$ cat src/rtl/ft60x_pkg.sv
// ft60x_pkg: FSM state encoding and bus-width helpers shared by the FT60x bus controller
package ft60x_pkg;
  typedef enum logic [2:0] {
    IDLE     = 3'd0,
    RX_OE    = 3'd1,
    RX_READ  = 3'd2,
    RX_END   = 3'd3,
    TX_WRITE = 3'd4,
    TX_END   = 3'd5
  } ftState;
  localparam int FT600_D_BIT = 16;
  localparam int FT601_D_BIT = 32;
  function automatic int beBit(input int dBit);
    return dBit / 8;
  endfunction
  function automatic logic legalWidth(input int dBit);
    return dBit == FT600_D_BIT || dBit == FT601_D_BIT;
  endfunction
endpackage

$ cat src/rtl/ft60x_sync_fifo.sv
// ft60x_sync_fifo: first-word-fall-through FIFO with occupancy count and sticky overflow
module ft60x_sync_fifo #(
  parameter int WIDTH = 18,
  parameter int DEPTH = 16
) (
  input  logic                     clk,
  input  logic                     rst,
  input  logic                     wrEn,
  input  logic [WIDTH-1:0]         wrData,
  input  logic                     rdEn,
  output logic [WIDTH-1:0]         rdData,
  output logic                     empty,
  output logic [$clog2(DEPTH):0]   count,
  output logic                     ovf
);
  localparam int AW = $clog2(DEPTH);
  localparam logic [AW:0] FULL_CNT = (AW+1)'(DEPTH);
  logic [WIDTH-1:0] mem [DEPTH];
  logic [AW-1:0] wrPtr, rdPtr;
  logic [AW:0] cnt;
  logic full, doPush, doPop;
  assign full = cnt == FULL_CNT;
  assign empty = cnt == '0;
  assign doPop = rdEn && !empty;
  // a pop in the same cycle frees the slot, so a push at full is still legal
  assign doPush = wrEn && (!full || doPop);
  assign rdData = mem[rdPtr];
  assign count = cnt;
  always_ff @(posedge clk)
    if (doPush) mem[wrPtr] <= wrData;
  always_ff @(posedge clk)
    if (rst) begin
      wrPtr <= '0;
      rdPtr <= '0;
      cnt <= '0;
      ovf <= 1'b0;
    end else begin
      wrPtr <= doPush ? wrPtr + 1'b1 : wrPtr;
      rdPtr <= doPop ? rdPtr + 1'b1 : rdPtr;
      cnt <= cnt + (AW+1)'(doPush) - (AW+1)'(doPop);
      ovf <= ovf || (wrEn && !doPush);
    end
endmodule

$ cat src/rtl/ft60x_bus_ctrl.sv
// ft60x_bus_ctrl: width-generic FT600/FT601 245 sync FIFO bus master with fair RX/TX bursts.
// Define FT60X_LOOPBACK_EN to echo received host data straight back to the host.
module ft60x_bus_ctrl import ft60x_pkg::*; #(
  parameter int D_BIT     = 16,
  parameter int BE_BIT    = beBit(D_BIT),
  parameter int RX_DEPTH  = 16,
  parameter int RX_MARGIN = 4,
  parameter int MAX_BURST = 256
) (
  input  logic              iCLK,
  input  logic              iRESET,
  input  logic [D_BIT-1:0]  iDATA,
  input  logic [BE_BIT-1:0] iBE,
  output logic [D_BIT-1:0]  oDATA,
  output logic [BE_BIT-1:0] oBE,
  output logic              oDATA_OE,
  input  logic              iTXE_N,
  input  logic              iRXF_N,
  output logic              oOE_N,
  output logic              oRD_N,
  output logic              oWR_N,
  output logic [D_BIT-1:0]  oRX_DATA,
  output logic [BE_BIT-1:0] oRX_BE,
  output logic              oRX_VALID,
  input  logic              iRX_READY,
  input  logic [D_BIT-1:0]  iTX_DATA,
  input  logic [BE_BIT-1:0] iTX_BE,
  input  logic              iTX_VALID,
  output logic              oTX_READY,
  output logic [2:0]        oSTATE,
  output logic              oRX_OVF
);
  if (!legalWidth(D_BIT) || BE_BIT != beBit(D_BIT)) begin : gBadWidth
    $error("ft60x_bus_ctrl: D_BIT must be 16 or 32 with BE_BIT = D_BIT/8");
  end
  localparam int CW = $clog2(RX_DEPTH) + 1;
  localparam int BW = $clog2(MAX_BURST + 1);
  localparam logic [CW-1:0] DEPTH_C = CW'(RX_DEPTH);
  localparam logic [CW-1:0] MARGIN_C = CW'(RX_MARGIN);
  localparam logic [BW-1:0] LAST_C = BW'(MAX_BURST - 1);
  ftState state, nextState;
  logic lastTx;
  logic [BW-1:0] burstCnt;
  logic holdValid, nextHoldValid;
  logic [D_BIT-1:0] holdData;
  logic [BE_BIT-1:0] holdBe;
  logic push, accept, txReady, load, rxReq, txReq, burstDone, rxLow, pop;
  logic txSrcValid;
  logic [D_BIT-1:0] txSrcData;
  logic [BE_BIT-1:0] txSrcBe;
  logic [CW-1:0] fifoCount, freeNow;
  logic fifoEmpty;
  logic [D_BIT+BE_BIT-1:0] fifoOut;
  ft60x_sync_fifo #(.WIDTH(D_BIT + BE_BIT), .DEPTH(RX_DEPTH)) rxFifo (
    .clk(iCLK),
    .rst(iRESET),
    .wrEn(push),
    .wrData({iBE, iDATA}),
    .rdEn(pop),
    .rdData(fifoOut),
    .empty(fifoEmpty),
    .count(fifoCount),
    .ovf(oRX_OVF)
  );
  assign push = !oRD_N && !iRXF_N;
  assign accept = !oWR_N && !iTXE_N;
  assign freeNow = DEPTH_C - fifoCount;
  // look one word ahead: the strobe stays low for one more edge if we do not leave now
  assign rxLow = freeNow < MARGIN_C + CW'(push);
  assign burstDone = (push || accept) && burstCnt == LAST_C;
  assign txReady = state == TX_WRITE && (!holdValid || accept);
  assign load = txSrcValid && txReady;
  assign nextHoldValid = load || (holdValid && !accept);
  assign rxReq = !iRXF_N && freeNow >= MARGIN_C;
  assign txReq = !iTXE_N && (txSrcValid || holdValid);
`ifdef FT60X_LOOPBACK_EN
  logic unusedUser;
  assign unusedUser = ^{iTX_DATA, iTX_BE, iTX_VALID, iRX_READY};
  assign txSrcValid = !fifoEmpty;
  assign {txSrcBe, txSrcData} = fifoOut;
  assign pop = load;
  assign oRX_VALID = 1'b0;
  assign oTX_READY = 1'b0;
`else
  assign txSrcValid = iTX_VALID;
  assign txSrcData = iTX_DATA;
  assign txSrcBe = iTX_BE;
  assign oRX_VALID = !fifoEmpty;
  assign pop = oRX_VALID && iRX_READY;
  assign oTX_READY = txReady;
`endif
  assign {oRX_BE, oRX_DATA} = fifoOut;
  assign oDATA = holdData;
  assign oBE = holdBe;
  assign oSTATE = state;
  always_comb begin
    nextState = state;
    case (state)
      IDLE:     nextState = (rxReq && (!txReq || lastTx)) ? RX_OE : txReq ? TX_WRITE : IDLE;
      RX_OE:    nextState = RX_READ;
      RX_READ:  nextState = (iRXF_N || burstDone || rxLow) ? RX_END : RX_READ;
      RX_END:   nextState = IDLE;
      TX_WRITE: nextState = (iTXE_N || burstDone || !nextHoldValid) ? TX_END : TX_WRITE;
      TX_END:   nextState = IDLE;
      default:  nextState = IDLE;
    endcase
  end
  always_ff @(posedge iCLK)
    if (iRESET) begin
      state <= IDLE;
      lastTx <= 1'b1;
      burstCnt <= '0;
      holdValid <= 1'b0;
      holdData <= '0;
      holdBe <= '0;
      oOE_N <= 1'b1;
      oRD_N <= 1'b1;
      oWR_N <= 1'b1;
      oDATA_OE <= 1'b0;
    end else begin
      state <= nextState;
      lastTx <= (state == IDLE && nextState != IDLE) ? nextState == TX_WRITE : lastTx;
      burstCnt <= state == IDLE ? '0 : burstCnt + BW'(push || accept);
      holdValid <= nextHoldValid;
      holdData <= load ? txSrcData : holdData;
      holdBe <= load ? txSrcBe : holdBe;
      oOE_N <= !(nextState == RX_OE || nextState == RX_READ);
      oRD_N <= nextState != RX_READ;
      oWR_N <= !(nextState == TX_WRITE && nextHoldValid);
      oDATA_OE <= nextState == TX_WRITE || nextState == TX_END;
    end
endmodule

$ cat config.mk
export PLATFORM = sky130hd
export DESIGN_NAME = ft60x_bus_ctrl
export DESIGN_NICKNAME = d
export VERILOG_FILES = /design/src/rtl/ft60x_pkg.sv /design/src/rtl/ft60x_sync_fifo.sv /design/src/rtl/ft60x_bus_ctrl.sv
export SDC_FILE = /design/constraint.sdc
export NUM_CORES = 1
export LEC_CHECK = 0
export ABC_AREA = 1
export CAP_MARGIN = 20
export CORE_MARGIN = 4
export CORE_UTILIZATION = 37
export DETAILED_ROUTE_END_ITERATION = 8
export GPL_TIMING_DRIVEN = 0
export SLEW_MARGIN = 10
export SYNTH_ARGS = -nofsm -noshare
export SYNTH_HDL_FRONTEND = slang
export SYNTH_HIERARCHICAL = 1
export SYNTH_SLANG_ARGS = --single-unit
$ cat constraint.sdc
create_clock -name iCLK -period 3.43 [get_ports iCLK]
set_clock_uncertainty 0.15 [all_clocks]
set_input_delay 0.686 -clock iCLK [delete_from_list [all_inputs] [get_ports iCLK]]
set_output_delay 0.686 -clock iCLK [all_outputs]
set_load 0.02 [all_outputs]
==> summary.txt <==
Post-Synthesis Cell Area: 15000 µm²
Worst-case setup margin in the final layout: 147 ps
Layout Area Growth over Synthesis: 21.2%
Number of remaining DRC errors: 0
Tightest Pin Transition: 789 ps
Area occupied by multi-input gates: 3950 µm²
Last weighted congestion value of the routability-driven placer: 0.823
Sort of element at the end of the critical path: output port
Setup slack at placement: -397 ps
Final hold viol count: 0
Final period utilization: 0.957
Number of nets in the layout: 1736
Clock latency on the worst-skew pair: 530 ps
Layout filler cell count: 3640
Worst hold slack: 300 ps
Worst vdd ir: 0.330 mV
Pwr Density: 686 nW/µm²
Global Route Usage Sum: 0.181
Initial antenna violation count: 0
Maximum frequency from static timing analysis: 0.305 GHz
Arrival time reported for the critical path endpoint: 2450 ps
Sequential cell area: 9730 µm²
Number of buffers inserted during clock tree synthesis: 38
Leakage power summed over all cells: 7.68 nW
Classification of the worst-slack hold path: reg -> reg
Count of routing violations after the opening detailed-route iteration: 991
Vias post-DR: 10818
Leading cell types by total area after synthesis: edfxtp_1 (58%), nand2_1 (11%), nand3_1 (8.0%), dfxtp_1 (7.2%), inv_1 (6.6%)
Share of the synthesized area in the top cell type: 0.576
Maximum fanout along the worst path: 10
Commonest cells in the synthesized netlist: nand2_1 (456), edfxtp_1 (288), inv_1 (265)
Simple-gate share of the synthesized area: 0.223
Avg Cell Area, Syn: 9.88 µm²
Setup slack of the most critical reg-to-reg path: 210 ps
CP max-delay cell: dlygate4sd2_1
PortBufs: 87
RSZ-0062 raised after global routing: yes
Setup Fix Bufs, Post-CTS: 0
Worst-case headroom to the max-slew limit: 0.472
Largest net degree at the start of global routing: 17
Post-synthesis share of cell area spent on xor and xnor gates: 0.00350
Post-route ant nets: 0
Antenna fix cells: 0
Highest cell delay on the worst timing path: 350 ps
Floorplan die area: 43800 µm²
Clk sink count: 342
Net count of the mapped netlist: 1577
Row Count: 73
Outcome: finished clean
Master cell of the clock root buffer: clkbuf_16
H-Tree Level Count: 2
Crit-path cells: buf_4 -> inv_4 -> buf_6 -> buf_6 -> nand2_1 -> nand3_1 -> nand3_1 -> nand3_2 -> nand2_1 -> dlygate4sd2_1
Fraction of the mapped netlist area in compound gates: 0.0175
Crit path required time: 2590 ps
DRT Wirelength: 40000 µm
Min Clock Period, post-route: 3280 ps
Number of synthesis warnings: 6
Category of the worst setup path launch point: register
Number of unique standard cell types used by synthesis: 34
Post-detail-place hpwl: 27200 µm
Crit path kind: reg -> out
Clock Path Buffers: 3
Count of maximum capacitance violations: 0
Number of hold buffers added after CTS: 0
Height of the die: 209 µm
Fraction of the mapped netlist area in adder cells: 0.0138
Number of synthesized flops with an enable pin: 288
Ports: 88
Die outline width: 209 µm
Vias in the first global route: 10537
Yosys top cell by area: edfxtp_1
Most instantiated flip-flop cell in the synthesis netlist: edfxtp_1
Register area share after synthesis: 0.649
DR pass1 iterations: 5
Main combinational cell family by area after synthesis: simple AND/OR/NAND/NOR gates
Cell with the most instances after synthesis: nand2_1
Fraction of final layout cells with drive strength greater than 1: 0.115
Post-synthesis cell count: 1519
Worst R2R Path Depth: 19
Per-cell routed wire length: 18.0 µm
Async set-reset flop share out of synthesis: 0
Share of synthesized area spent on multiplexers: 0
Final setup violation count: 0
TritonCTS clock tree: done
Vias/cell: 4.85
#FFs+latches synth: 342
Initial core utilization: 0.376
Cell depth of the worst min-delay path: 2
Wire length of the first global-routing pass: 61200 µm
Number of max-slew violations in the final report: 0
Core ar.: 39900 µm²
Global route overflow: 0
Clk slew on worst S/H paths: 60 ps
[critical path, delay by kind of cell, from the launching register on]
kind                   cells  cell delay (ps)
buffers and inverters      5             1020
DFF                        1              300
and+or+nand+nor            5              590
[cell families (layout without fill, tap and decap cells)]
| logic type | Yosys count | in the layout |
|---|---|---|
| fa+ha+maj | 16 | 16 |
| simple gates | 776 | 776 |
| xor+xnor | 6 | 6 |
| buf+inv | 336 | 522 |
| flops | 342 | 342 |
| compound gates | 43 | 43 |
[repair_timing]
action,4_1_cts,5_1_grt
endpoints found under the setup margin,18,14
gates resized for setup,48,22
pin swaps,0,0
[flip-flops by register name (all words and copies together) (netlist names), 2 cells and up, named ones only]
name,count
oSTATE,3
burstCnt,9
rxFifo/wrPtr,4
rxFifo/rdPtr,4
oDATA,16
rxFifo/count,5
oBE,2
rxFifo/mem,288
[power breakdown]
part	total (W)	internal (W)	switching [W]
sequential	0.00472	0.00463	0.0000895
combinational	0.00396	0.00134	0.00262
clock	0.00380	0.00223	0.00157
total	0.0125	0.00820	0.00428
[layer usage]
metal  track usage  vias to the layer above  part of all wire
li1              -                     5220                 -
met1         0.236                     5130              0.41
met2         0.301                      386              0.47
met3        0.0401                       82             0.082
met4        0.0621                        0             0.031
met5             0                        -                 0
[final cells by class]
cell class | count | share of cell area
sequential | 342 | 0.535
multi-input combinational | 841 | 0.217
timing repair buffer | 119 | 0.0642
clock buffer | 52 | 0.0580
inverter | 269 | 0.0561
tap | 525 | 0.0361
buffer | 67 | 0.0270
clock inverter | 15 | 0.00612
[placed cells by master (no fill, tap or decap), types with 7 or more instances in the layout]
| cell type | instances |
|---|---|
| edfxtp_1 | 288 |
| nor3_2 | 16 |
| ha_1 | 15 |
| nand3_2 | 11 |
| clkdlybuf4s50_1 | 69 |
| nand3_1 | 240 |
| nand2_1 | 456 |
| nor2_1 | 37 |
| a21oi_2 | 9 |
| buf_4 | 44 |
| buf_6 | 22 |
| clkinv_2 | 7 |
| dfxtp_1 | 53 |
| inv_1 | 265 |
| dlymetal6s2s_1 | 12 |
| buf_2 | 17 |
| a21oi_1 | 26 |
| clkbuf_1 | 14 |
| clkbuf_16 | 39 |
[per-stage QoR]
step	cell area, µm²	cells	setup TNS, ps	total power, W	util
after global routing	18200	2230	-11.9	0.0131	0.456
after floorplan	15000	1519	0	0.00716	-
after CTS	18100	2230	0	0.0126	0.454
after global placement	16500	2131	-503710	0.00862	0.414
after detailed placement	16900	2163	-3390	0.00870	0.423
final	18200	2230	0	0.0125	0.456
[final timing paths]
check / endpoint / start
worst max-delay path: oRX_DATA[3] / register
worst min-delay path: rxFifo/ovf$_SDFF_PP0_ / rxFifo/ovf$_SDFF_PP0_
worst max register to register: rxFifo/count[4]$_SDFF_PP0_ / rxFifo/count[3]$_SDFF_PP0_
worst min register to register: rxFifo/ovf$_SDFF_PP0_ / rxFifo/ovf$_SDFF_PP0_
(Power assumes the default switching activity.)
